$ cat config.mk
export PLATFORM = sky130hd
export DESIGN_NAME = wvfm_loader
export DESIGN_NICKNAME = d
export VERILOG_FILES = /design/src/rtl/wvfm_loader.sv
export SDC_FILE = /design/constraint.sdc
export NUM_CORES = 1
export LEC_CHECK = 0
export ABC_AREA = 1
export BUFFER_PORTS_ARGS = -buffer_cell sky130_fd_sc_hd__buf_4
export CORE_ASPECT_RATIO = 0.9
export CORE_MARGIN = 2
export CORE_UTILIZATION = 25
export DETAILED_ROUTE_END_ITERATION = 6
export REMOVE_ABC_BUFFERS = 1
export SYNTH_ARGS = -nofsm -noshare
export SYNTH_HDL_FRONTEND = slang
export SYNTH_SLANG_ARGS = --single-unit
$ cat constraint.sdc
create_clock -name clk -period 2.5 [get_ports clk]
set_clock_uncertainty 0.1 [all_clocks]
set_input_delay 0.125 -clock clk [delete_from_list [all_inputs] [get_ports clk]]
set_output_delay 0.125 -clock clk [all_outputs]
set_load 0.03 [all_outputs]
$ cat src/rtl/wvfm_loader.sv
// Framed byte-stream loader for the waveform LUT: length header, payload, checksum.
// Payload bytes are written to consecutive LUT addresses from 0; busy guards the shared address path.
module wvfm_loader #(
    parameter int ADDR_W = 12,
    parameter int LEN_W  = 16
) (
    input  logic              clk,
    input  logic              rstn,
    input  logic              start,
    input  logic              abort,
    input  logic              s_valid,
    input  logic [7:0]        s_data,
    output logic              s_ready,
    output logic              lut_we,
    output logic [ADDR_W-1:0] lut_addr,
    output logic [7:0]        lut_din,
    output logic              busy,
    output logic              done,
    output logic [1:0]        err,
    output logic [ADDR_W:0]   wr_count
);

    typedef enum logic [2:0] {
        S_IDLE,
        S_LEN0,
        S_LEN1,
        S_DATA,
        S_CSUM,
        S_FIN
    } state_t;

    localparam logic [1:0]     ERR_NONE  = 2'd0;
    localparam logic [1:0]     ERR_LEN   = 2'd1;
    localparam logic [1:0]     ERR_CSUM  = 2'd2;
    localparam logic [1:0]     ERR_ABORT = 2'd3;
    localparam logic [LEN_W:0] MAX_LEN   = {{LEN_W{1'b0}}, 1'b1} << ADDR_W;

    state_t            state_q, state_d;
    logic              s_ready_q, s_ready_d;
    logic              lut_we_q, lut_we_d;
    logic [ADDR_W-1:0] lut_addr_q, lut_addr_d;
    logic [7:0]        lut_din_q, lut_din_d;
    logic              busy_q, busy_d;
    logic              done_q, done_d;
    logic [1:0]        err_q, err_d;
    logic [ADDR_W:0]   wr_count_q, wr_count_d;
    logic [7:0]        len_lo_q, len_lo_d;
    logic [ADDR_W:0]   len_q, len_d;
    logic [7:0]        acc_q, acc_d;

    logic              fire;
    logic [LEN_W-1:0]  len_full;
    logic [ADDR_W:0]   wr_inc;
    logic [7:0]        csum_sum;
    logic              receiving;

    always_comb begin
        fire      = s_valid && s_ready_q;
        len_full  = LEN_W'({s_data, len_lo_q});
        wr_inc    = wr_count_q + (ADDR_W+1)'(1);
        csum_sum  = acc_q + s_data;
        receiving = (state_q == S_LEN0) || (state_q == S_LEN1) ||
                    (state_q == S_DATA) || (state_q == S_CSUM);

        state_d    = state_q;
        lut_we_d   = 1'b0;
        lut_addr_d = lut_addr_q;
        lut_din_d  = lut_din_q;
        busy_d     = busy_q;
        done_d     = done_q;
        err_d      = err_q;
        wr_count_d = wr_count_q;
        len_lo_d   = len_lo_q;
        len_d      = len_q;
        acc_d      = acc_q;

        case (state_q)
            S_IDLE: begin
                if (start) begin
                    state_d    = S_LEN0;
                    busy_d     = 1'b1;
                    done_d     = 1'b0;
                    err_d      = ERR_NONE;
                    wr_count_d = '0;
                    acc_d      = '0;
                end
            end
            S_LEN0: begin
                if (fire) begin
                    len_lo_d = s_data;
                    state_d  = S_LEN1;
                end
            end
            S_LEN1: begin
                if (fire) begin
                    if (len_full == '0 || {1'b0, len_full} > MAX_LEN) begin
                        state_d = S_IDLE;
                        err_d   = ERR_LEN;
                        busy_d  = 1'b0;
                    end else begin
                        len_d   = len_full[ADDR_W:0];
                        state_d = S_DATA;
                    end
                end
            end
            S_DATA: begin
                if (fire) begin
                    lut_we_d   = 1'b1;
                    lut_addr_d = wr_count_q[ADDR_W-1:0];
                    lut_din_d  = s_data;
                    wr_count_d = wr_inc;
                    acc_d      = acc_q + s_data;
                    if (wr_inc == len_q) begin
                        state_d = S_CSUM;
                    end
                end
            end
            S_CSUM: begin
                if (fire) begin
                    state_d = S_FIN;
                    if (csum_sum == 8'h00) begin
                        done_d = 1'b1;
                    end else begin
                        err_d = ERR_CSUM;
                    end
                end
            end
            S_FIN: begin
                state_d = S_IDLE;
                busy_d  = 1'b0;
            end
            default: begin
                state_d = S_IDLE;
                busy_d  = 1'b0;
            end
        endcase

        // Abort discards whatever the current cycle accepted, including a data byte.
        if (abort && receiving) begin
            state_d    = S_IDLE;
            err_d      = ERR_ABORT;
            busy_d     = 1'b0;
            done_d     = done_q;
            lut_we_d   = 1'b0;
            lut_addr_d = lut_addr_q;
            lut_din_d  = lut_din_q;
            wr_count_d = wr_count_q;
            acc_d      = acc_q;
        end

        s_ready_d = (state_d == S_LEN0) || (state_d == S_LEN1) ||
                    (state_d == S_DATA) || (state_d == S_CSUM);
    end

    always_ff @(posedge clk or negedge rstn) begin
        if (!rstn) begin
            state_q    <= S_IDLE;
            s_ready_q  <= 1'b0;
            lut_we_q   <= 1'b0;
            lut_addr_q <= '0;
            lut_din_q  <= '0;
            busy_q     <= 1'b0;
            done_q     <= 1'b0;
            err_q      <= ERR_NONE;
            wr_count_q <= '0;
            len_lo_q   <= '0;
            len_q      <= '0;
            acc_q      <= '0;
        end else begin
            state_q    <= state_d;
            s_ready_q  <= s_ready_d;
            lut_we_q   <= lut_we_d;
            lut_addr_q <= lut_addr_d;
            lut_din_q  <= lut_din_d;
            busy_q     <= busy_d;
            done_q     <= done_d;
            err_q      <= err_d;
            wr_count_q <= wr_count_d;
            len_lo_q   <= len_lo_d;
            len_q      <= len_d;
            acc_q      <= acc_d;
        end
    end

    assign s_ready  = s_ready_q;
    assign lut_we   = lut_we_q;
    assign lut_addr = lut_addr_q;
    assign lut_din  = lut_din_q;
    assign busy     = busy_q;
    assign done     = done_q;
    assign err      = err_q;
    assign wr_count = wr_count_q;

endmodule

==> results.md <==
- Outcome: complete, no violations
- Pwr Density: 856 nW/um^2
- Clock power frac: 0.280
- Post-DR wirelength/cell: 12.6 um
- Slew margin rel.: 0.400
- Synth warnings: 0
- RSZ-0062 raised after global routing: true
- Initial antenna violation count: 0
- Dpl hpwl: 6820 um
- Clock transition at the registers of the reported paths: 0.05 ns
- Die span in x: 132 um
- Tmin final: 2.44 ns
- First-pass GRT wire length: 15500 um
- Pin count of the biggest net entering global routing: 72
- Pre-CTS setup slack: 0.0290 ns
- Worst-Margin Slew: 0.900 ns
- Adder-Cell Fraction of Synth Area: 0.0328
- Nets: 566
- Psw: 1490 uW
- Crit path kind: flip-flop to flip-flop
- Iter 0 DRT Violations: 288
- Pleak: 0.00230 uW
- Setup violators final: 0
- Critical Path RT: 2.67 ns
- Drt total wl: 9330 um
- Most common cell after layout, fill and taps aside: nand2_1
- Vias: 3289
- Cts bufs inserted: 9
- Synthesized flop and latch total: 71
- Layout cell share with drive strength beyond 1: 0.173
- Clk_lat worst skew: 0.33 ns
- DRC violations left: 0
- Mux cell area share after synthesis: 0
- CTS Sinks: 71
- Area leader, netlist: dfrtp_1
- Post-synthesis xor/xnor area fraction: 0.0215
- Most frequent cells in the layout: nand2_1 (135), dfrtp_1 (70), inv_1 (69), buf_4 (61), o21ai_0 (48)
- Int Power: 2560 uW
- Routed Antenna Nets: 0
- Crit Path Max Fanout: 3
- Final Slew Violations: 0
- Worst VDD drop: 0.484 mV
- Synth Area in Simple Gates: 0.263
- Max clock buf depth: 2
- Final worst-path cycle share: 0.978
- Worst setup SP type: flip-flop
- Vias in the first global route: 3137
- Setup tns final: 0 ns
- Core Util, Final: 0.335
- Top Ports: 52
- Cell area after synthesis: 3660 sq um
- Initial DRT Pass Iterations: 5
- Hold Vio Cnt, Final: 0
- Top cells by area, synth: dfrtp_1 (49%), nand2_1 (14%), inv_1 (7.1%)
- GRT Resource Usage Total: 0.124
- Avg Inst Size Synth: 7.74 sq um
- CTS Root Cell: clkbuf_16
- Synth unique cells: 29
- CTS tree: yes
- Synth top area share: 0.485
- Drt via density: 4.44
- Compound-cell area share of the yosys netlist: 0.113
- Share of the yosys chip area belonging to registers: 0.485
- Number of cell rows: 41
- Sequential power share: 0.370
- Fmax: 409 MHz
- Core area: 14200 sq um
- Die Span Y: 119 um
- Largest family of logic cells by synthesized area: simple AND/OR/NAND/NOR gates
- CTS H-tree depth: 3
- # diodes: 0
- Post-route setup slack: 0.0550 ns
- Crit end category: flip-flop
- Hold crit path type: primary input to flip-flop
- Combinational Power Share: 0.350
- Overflow left after global routing: 0
- Sw Ratio: 0.368
- Cells after Synth: 473
- Initial Utilization: 0.259
- Area grow syn2layout: 29.3%
- GP Congestion: 0.861
- Max_cap viols: 0
- Data arrival, critical path: 2.61 ns
- Area of the die: 15600 sq um
- IO Port Bufs: 51
==> final timing paths <==
kind                             start     endpoint  slack, ns  cells past startpoint
setup / recovery              acc_q[0]       err[1]       0.06                     16
hold reg to reg            lut_addr[8]  lut_addr[8]       0.38                      2
hold / removal               s_data[0]     len_q[8]       0.04                      3
max in group asynchronous         rstn  wr_count[2]       1.30                      2
min in group asynchronous         rstn  lut_addr[1]       0.37                      2
setup reg to reg              acc_q[0]       err[1]       0.06                     16
==> power groups by stage <==
stage / sequential, uW / combinational (uW) / clock (uW)
after floorplan: 1710 / 685 / 0
after global placement: 1510 / 1330 / 0
after detailed placement: 1520 / 1370 / 0
after CTS: 1500 / 1380 / 1160
after global routing: 1530 / 1600 / 1220
final: 1500 / 1420 / 1140
==> synth_stat cells, drive strengths merged <==
cell	n
nor2	34
o21bai	1
xor2	5
o21ai	48
a41oi	1
nand3	34
fa	1
ha	8
dfrtp	71
a21oi	8
o22ai	14
nor4	2
nand4	9
buf	4
clkinv	1
clkbuf	7
nand3b	2
xnor2	4
a21boi	2
nor3	4
a31oi	1
inv	69
nand2	142
o21a	1
==> registers in the layout, indices dropped and copies added, names as in the netlist <==
name	count
acc_q	8
busy	1
done	1
err	2
len_lo_q	8
len_q	13
lut_addr	12
lut_din	8
lut_we	1
s_ready	1
state_q	3
wr_count	13
==> worst max-delay path, cell delays in order, from the launching register on <==
cell and delay [ns]:
dfrtp_1 0.41, ha_4 0.19, fa_2 0.40, nand3_2 0.08, nand2_2 0.06, nand2_2 0.07
nand2_2 0.05, a21oi_2 0.16, xor2_1 0.21, nand2_1 0.09, nor2_2 0.13, nand3_1 0.07
nand2_1 0.09, nand2_2 0.08, nand2_2 0.08, nand2_1 0.05, nand2_1 0.06
==> through the flow <==
step	power, uW	instances	instance area (sq um)	hold slack (ns)
detailed placement	2880	714	4310	0.223
floorplan	2390	462	3620	-0.271
finish	4060	741	4740	0.0377
global placement	2840	714	4310	0.208
global route	4350	741	4740	0.0576
CTS	4040	739	4660	0.0279
==> logic make-up (layout without fill, tap and decap cells) <==
family	count (synthesis)	after routing
AOI/OAI and AO/OA	76	76
DFF	71	71
adders and majority gates	9	9
buffers and inverters	81	156
xor gates and xnor gates	9	9
and+or+nand+nor	227	227
==> final cells by class <==
| type | count | area (sq um) |
|---|---|---|
| Timing Repair Buffer | 71 | 558 |
| Multi-Input combinational cell | 321 | 1640 |
| Clock buffer | 14 | 254 |
| Tap cell | 193 | 241 |
| Fill cell | 1510 | 9420 |
| Sequential cell | 71 | 1780 |
| Inverter | 70 | 263 |
| Clock inverter | 1 | 5.00 |
==> what timing repair did <==
| item | in CTS | in global routing |
|---|---|---|
| endpoints found under the hold margin | 83 | 0 |
| hold buffers | 10 | 0 |
| pin swaps | 1 | 8 |
| endpoints found under the setup margin | 1 | 4 |
| buffers inserted | 0 | 2 |
| gates resized for setup | 0 | 17 |
==> metal layers <==
layer / track usage / up-vias / routed length [um]
met5: 0 / - / 0
met4: 0.0374 / 0 / 138
met3: 0.0451 / 10 / 539
met2: 0.202 / 99 / 4360
met1: 0.153 / 1517 / 4300
li1: - / 1663 / -
Note: power is estimated with default switching activity, not from simulation.
